**src/rtl/ct_ciu_ebiuif_crcd_ctrl.sv**
```systemverilog
// Snoop-response scheduler: round-robin CR arbitration from snb0/snb1/ctcq onto
// the registered EBIU CR channel, and in-order sequencing of 4-beat CD bursts.
module ct_ciu_ebiuif_crcd_ctrl #(
  parameter int CD_DEPTH = 4,
  parameter int CD_BEATS = 4
) (
  input  logic         forever_cpuclk,
  input  logic         cpurst,
  input  logic         snb0_ebiuif_crvalid,
  input  logic [4:0]   snb0_ebiuif_crresp,
  output logic         ebiuif_snb0_cr_grant,
  input  logic         snb0_ebiuif_cdvalid,
  input  logic [127:0] snb0_ebiuif_cddata,
  output logic         ebiuif_snb0_cd_grant,
  input  logic         snb1_ebiuif_crvalid,
  input  logic [4:0]   snb1_ebiuif_crresp,
  output logic         ebiuif_snb1_cr_grant,
  input  logic         snb1_ebiuif_cdvalid,
  input  logic [127:0] snb1_ebiuif_cddata,
  output logic         ebiuif_snb1_cd_grant,
  input  logic         ctcq_ebiuif_crvalid,
  input  logic [4:0]   ctcq_ebiuif_crresp,
  output logic         ebiuif_ctcq_cr_grant,
  output logic         ebiuif_ebiu_crvalid,
  output logic [4:0]   ebiuif_ebiu_crresp,
  input  logic         ebiu_ebiuif_cr_grant,
  output logic         ebiuif_ebiu_cdvalid,
  output logic [127:0] ebiuif_ebiu_cddata,
  output logic         ebiuif_ebiu_cdlast,
  input  logic         ebiu_ebiuif_cd_grant,
  output logic         ebiuif_cr_sel_full,
  output logic         ebiuif_crcd_idle
);

  localparam int PW = (CD_DEPTH > 1) ? $clog2(CD_DEPTH) : 1;
  localparam int CW = $clog2(CD_DEPTH + 1);
  localparam int BW = (CD_BEATS > 1) ? $clog2(CD_BEATS) : 1;
  localparam logic [PW-1:0] PTR_MAX   = PW'(CD_DEPTH - 1);
  localparam logic [CW-1:0] CNT_FULL  = CW'(CD_DEPTH);
  localparam logic [BW-1:0] BEAT_LAST = BW'(CD_BEATS - 1);

  typedef enum logic [1:0] {
    SRC_SNB0 = 2'd0,
    SRC_SNB1 = 2'd1,
    SRC_CTCQ = 2'd2
  } src_e;

  logic                crvalid_q;
  logic [4:0]          crresp_q;
  src_e                last_grant;
  logic [CD_DEPTH-1:0] fifo_id;
  logic [PW-1:0]       wr_ptr, rd_ptr;
  logic [CW-1:0]       fifo_cnt;
  logic [BW-1:0]       beat_cnt;

  logic       fifo_full, fifo_empty;
  logic [2:0] elig;
  logic       cr_load, cr_take;
  src_e       sel_src;
  logic [4:0] sel_resp;
  logic       push, pop;
  logic       head_id, src_cdvalid, cd_accept, beat_last;

  assign fifo_full  = (fifo_cnt == CNT_FULL);
  assign fifo_empty = (fifo_cnt == '0);

  // A full order FIFO holds back data-carrying snoop responses only.
  assign elig[0] = snb0_ebiuif_crvalid & (~snb0_ebiuif_crresp[0] | ~fifo_full);
  assign elig[1] = snb1_ebiuif_crvalid & (~snb1_ebiuif_crresp[0] | ~fifo_full);
  assign elig[2] = ctcq_ebiuif_crvalid;

  assign cr_load = ~crvalid_q | ebiu_ebiuif_cr_grant;
  assign cr_take = cr_load & (|elig) & ~cpurst;

  // NOTE: every always_comb output gets a default first so no path leaves it
  // unassigned; a missing default would infer a latch.
  always_comb begin
    sel_src = SRC_SNB0;
    unique case (last_grant)
      SRC_SNB0: sel_src = elig[1] ? SRC_SNB1 : (elig[2] ? SRC_CTCQ : SRC_SNB0);
      SRC_SNB1: sel_src = elig[2] ? SRC_CTCQ : (elig[0] ? SRC_SNB0 : SRC_SNB1);
      default:  sel_src = elig[0] ? SRC_SNB0 : (elig[1] ? SRC_SNB1 : SRC_CTCQ);
    endcase
  end

  always_comb begin
    sel_resp = snb0_ebiuif_crresp;
    unique case (sel_src)
      SRC_SNB1: sel_resp = snb1_ebiuif_crresp;
      SRC_CTCQ: sel_resp = ctcq_ebiuif_crresp;
      default:  sel_resp = snb0_ebiuif_crresp;
    endcase
  end

  assign ebiuif_snb0_cr_grant = cr_take & (sel_src == SRC_SNB0);
  assign ebiuif_snb1_cr_grant = cr_take & (sel_src == SRC_SNB1);
  assign ebiuif_ctcq_cr_grant = cr_take & (sel_src == SRC_CTCQ);

  assign push = cr_take & (sel_src != SRC_CTCQ) & sel_resp[0];

  // CD channel: only the source at the head of the order FIFO is served.
  assign head_id     = fifo_id[rd_ptr];
  assign src_cdvalid = head_id ? snb1_ebiuif_cdvalid : snb0_ebiuif_cdvalid;
  assign ebiuif_ebiu_cdvalid = ~fifo_empty & src_cdvalid & ~cpurst;
  assign ebiuif_ebiu_cddata  = ebiuif_ebiu_cdvalid
                             ? (head_id ? snb1_ebiuif_cddata : snb0_ebiuif_cddata)
                             : '0;
  assign beat_last  = (beat_cnt == BEAT_LAST);
  assign cd_accept  = ebiuif_ebiu_cdvalid & ebiu_ebiuif_cd_grant;
  assign pop        = cd_accept & beat_last;
  assign ebiuif_ebiu_cdlast   = ebiuif_ebiu_cdvalid & beat_last;
  assign ebiuif_snb0_cd_grant = cd_accept & ~head_id;
  assign ebiuif_snb1_cd_grant = cd_accept & head_id;

  assign ebiuif_ebiu_crvalid = crvalid_q;
  assign ebiuif_ebiu_crresp  = crresp_q;
  assign ebiuif_cr_sel_full  = fifo_full;
  assign ebiuif_crcd_idle    = ~crvalid_q & fifo_empty & ~snb0_ebiuif_crvalid
                             & ~snb1_ebiuif_crvalid & ~ctcq_ebiuif_crvalid;

  // NOTE: sequential state uses non-blocking assignments so every register
  // samples pre-edge values regardless of statement order.
  always_ff @(posedge forever_cpuclk) begin
    if (cpurst) begin
      crvalid_q  <= 1'b0;
      crresp_q   <= '0;
      last_grant <= SRC_CTCQ;
      wr_ptr     <= '0;
      rd_ptr     <= '0;
      fifo_cnt   <= '0;
      beat_cnt   <= '0;
    end else begin
      if (cr_load) begin
        crvalid_q <= |elig;
        if (|elig) crresp_q <= sel_resp;
      end
      if (cr_take) last_grant <= sel_src;
      if (push) wr_ptr <= (wr_ptr == PTR_MAX) ? '0 : wr_ptr + 1'b1;
      if (pop)  rd_ptr <= (rd_ptr == PTR_MAX) ? '0 : rd_ptr + 1'b1;
      if (push && !pop)      fifo_cnt <= fifo_cnt + 1'b1;
      else if (pop && !push) fifo_cnt <= fifo_cnt - 1'b1;
      if (cd_accept) beat_cnt <= pop ? '0 : beat_cnt + 1'b1;
    end
  end

  // NOTE: the id storage is not reset; entries are only read between a push
  // and its pop, and the count/pointers carry the reset state.
  always_ff @(posedge forever_cpuclk) begin
    if (push) fifo_id[wr_ptr] <= (sel_src == SRC_SNB1);
  end

endmodule

```
**config.mk**
```make
export PLATFORM = sky130hd
export DESIGN_NAME = ct_ciu_ebiuif_crcd_ctrl
export DESIGN_NICKNAME = d
export VERILOG_FILES = /design/src/rtl/ct_ciu_ebiuif_crcd_ctrl.sv
export SDC_FILE = /design/constraint.sdc
export NUM_CORES = 1
export LEC_CHECK = 0
export BUFFER_PORTS_ARGS = -buffer_cell sky130_fd_sc_hd__buf_4
export CAP_MARGIN = 30
export CELL_PAD_IN_SITES_DETAIL_PLACEMENT = 1
export CELL_PAD_IN_SITES_GLOBAL_PLACEMENT = 1
export CORE_AREA = 5 5 161 163
export CTS_CLUSTER_DIAMETER = 40
export CTS_CLUSTER_SIZE = 28
export DETAILED_ROUTE_END_ITERATION = 6
export DIE_AREA = 0 0 166 168
export GPL_TIMING_DRIVEN = 0
export HOLD_SLACK_MARGIN = 0.05
export MAX_ROUTING_LAYER = met4
export PLACE_DENSITY = 0.62
export REMOVE_ABC_BUFFERS = 1
export SYNTH_ARGS = -nofsm -noshare
export SYNTH_HDL_FRONTEND = slang
export SYNTH_SLANG_ARGS = --single-unit
```
**constraint.sdc**
```tcl
create_clock -name forever_cpuclk -period 6.19 [get_ports forever_cpuclk]
set_input_delay 0.9285 -clock forever_cpuclk [delete_from_list [all_inputs] [get_ports forever_cpuclk]]
set_output_delay 0.9285 -clock forever_cpuclk [all_outputs]
set_load 0.01 [all_outputs]
```
==> metrics <==
WL final=23.95 mm; skew final=6.342 ps; CTS Buffer Depth=2; GRT overflow=0; antenna violations before repair=4; Via density=just over 4; CTS root buf=clkbuf_16; top post-synthesis cells by area=nand2_1 (28%), a21oi_2 (25%), dfxtp_1 (9.6%); clock latency on the worst-skew pair=260 ps; Final nets=1244; maximum clock frequency=around 220 MHz; most frequent cells after synthesis=nand2_1 (264), a21oi_2 (100), a21oi_1 (38); Syn. warnings=0; layout cell share with drive strength beyond 1=0.5651; I/O pin total=~420; Placed Area=approximately 7000 um2; Lkg Pwr=3.429 nW; worst slew pin tran=1088 ps; Yosys top cell area share=0.2802; DRT Pass-1 Iters=4; Max IR drop VDD=about 88 uV; # DRC=0; Worst-path clk slew=roughly 60 ps; cts repair resizes=0; # rows=57; cts bufs inserted=3; Mapped Area=around 3500 um2; Largest stage delay, worst path=a little over 700 ps; largest net degree at the start of global routing=130; hold_ws=469.8 ps; vias in the first global route=5435; CP dominant cell by count=ha_1; max_cap viols=0; core area=24180 um2; Final Max Tran Viols=0; Final Cycle Share=0.7449; cell depth of the worst setup path=14; synthesis-to-finish area growth=99.33%; Placed Cells=around 1300; first-pass GRT wire length=around 35 mm; initial drt markers=191; register area share after synthesis=0.1302; TritonCTS clock tree=built; DIE WIDTH=between 150 and 200 um; CP required=between 6000 and 7000 ps; cell with the most instances after synthesis=nand2_1; largest area contributor in the netlist=nand2_1; post-synth cell types=39; clock sink count=21; share of flip-flops with an asynchronous set or reset=0; hold path depth=1; GRT Total Usage=0.1614; die area=between 20000 and 30000 um2; data arrival time of the critical path=~4800 ps; Wirelength per Cell=18.71 um; min cycle time layout=4611 ps; RePlAce Congestion=0.8635; final cell count without fillers=1280; antenna-violating nets left=0; hpwl dp=~20 mm; CP cell instances=buf_4, nand4bb_1, and2_1, a311oi_1, ha_1, nor2b_1, a31oi_1, nor3_1, ha_1, inv_1, fa_1, xor2_1, or3_1, a21oi_1; CP top delay family=simple AND/OR/NAND/NOR gates; relative slew slack=0.2744; power density over the cells=approximately 110 nW/um2; Final Hold Violating Endpoints=0; H-tree levels=1; final core occ=0.2916; Critical Path Fanout Max=12; Startpoint Class=input pin; IO buf count=between 400 and 500; outcome=complete, no violations; CTS hold repair buffers=0; Vias=approximately 5300; Hold WC Path Type=register to register; Setup-failing EPs final=0; WP buf/inv=2; post-route cell area=slightly above 7000 um2; Mean Syn Cell Area=6.206 um2; crit path capture type=register; leading register cell type out of synthesis=dfxtp_1; unrepaired setup endpoints after global routing=false; critical path's slowest cell=nor3_1; Setup Buffers After CTS=0; FF+latch count, synth=21; number of synthesized flops with an enable pin=4; Setup Crit Path Kind=input pin to register; Die H=between 150 and 200 um; Initial Util=0.1463; cell count after synthesis=570; cells on worst reg2reg path=13
==> state kept, by name, indices dropped and copies added (netlist names) <==
| register | cells |
|---|---|
| ebiuif_ebiu_crresp | 5 |
| fifo_id | 4 |
| fifo_cnt | 3 |
| beat_cnt | 2 |
| last_grant | 2 |
| rd_ptr | 2 |
| wr_ptr | 2 |
| ebiuif_ebiu_crvalid | 1 |
==> cell type report <==
class                           count  area (um2)
Clock inverter                      1       5.005
Multi-Input combinational cell    493        2810
Fill cell                        3060       17130
Timing Repair Buffer              425        3251
Sequential cell                    21       460.4
Antenna cell                        4       10.01
Clock buffer                        3       75.07
Tap cell                          324       405.4
Inverter                            9       33.78
==> per-stage QoR <==
step	setup TNS (ps)	worst slack [ps]	total power, mW
detailed placement	0	1263	0.6369
CTS	0	1548	0.7804
global placement	-380230	-3434	0.6480
floorplan	-55980	-782.5	0.3779
finish	0	1579	0.7688
global route	0	1294	0.8281
==> placed cells by master, fill, tap and decap left out, types with 2 or more instances in the layout <==
cell type,count
nand2_1,264
and2_1,9
mux2_2,5
edfxtp_1,4
inv_1,9
xor2_1,2
nor2_1,9
nor3b_1,2
o2111ai_1,5
clkbuf_16,3
nor2b_1,5
a21oi_1,38
mux2i_1,4
buf_4,422
nor3_1,3
nand3_1,2
a22oi_1,5
a311oi_1,3
o21ai_0,7
a31oi_1,2
diode_2,4
nand4bb_1,2
or3_1,2
dfxtp_1,17
buf_16,3
a21oi_2,100
ha_1,10
==> per-layer routing <==
metal	track usage	wire (um)	up-vias
met2	0.2928	12730	179
li1	-	-	2669
met1	0.1806	9369	2403
met4	0.03156	343	0
met3	0.04103	1502	20
met5	-	0	-
==> power breakdown <==
group	leakage, nW	internal (mW)	switching (mW)
Combinational	3.21	0.234	0.230
Clock	0.0409	0.0869	0.0538
Sequential	0.176	0.153	0.0111
Total	3.43	0.474	0.295
==> cells by family (layout without fill, tap and decap cells) <==
logic type,Yosys count,in the layout,synth area share
AOI/OAI and AO/OA,165,165,0.3576
xor gates and xnor gates,2,2,0.004953
adders and majority gates,11,11,0.04103
buffers and inverters,56,438,0.08171
DFF,21,21,0.1302
muxes,11,11,0.03679
other,0,4,0
and+or+nand+nor,304,304,0.3477
==> final timing paths <==
| path | startpoint | end | slack [ps] |
|---|---|---|---|
| setup / recovery | snb1_ebiuif_crresp[0] | fifo_cnt[2] | 1580 |
| hold / removal | beat_cnt[0] | beat_cnt[0] | 470 |
| setup reg to reg | fifo_cnt[0] | fifo_cnt[2] | 1890 |
| hold reg to reg | beat_cnt[0] | beat_cnt[0] | 470 |
Note: power is estimated with default switching activity, not from simulation.
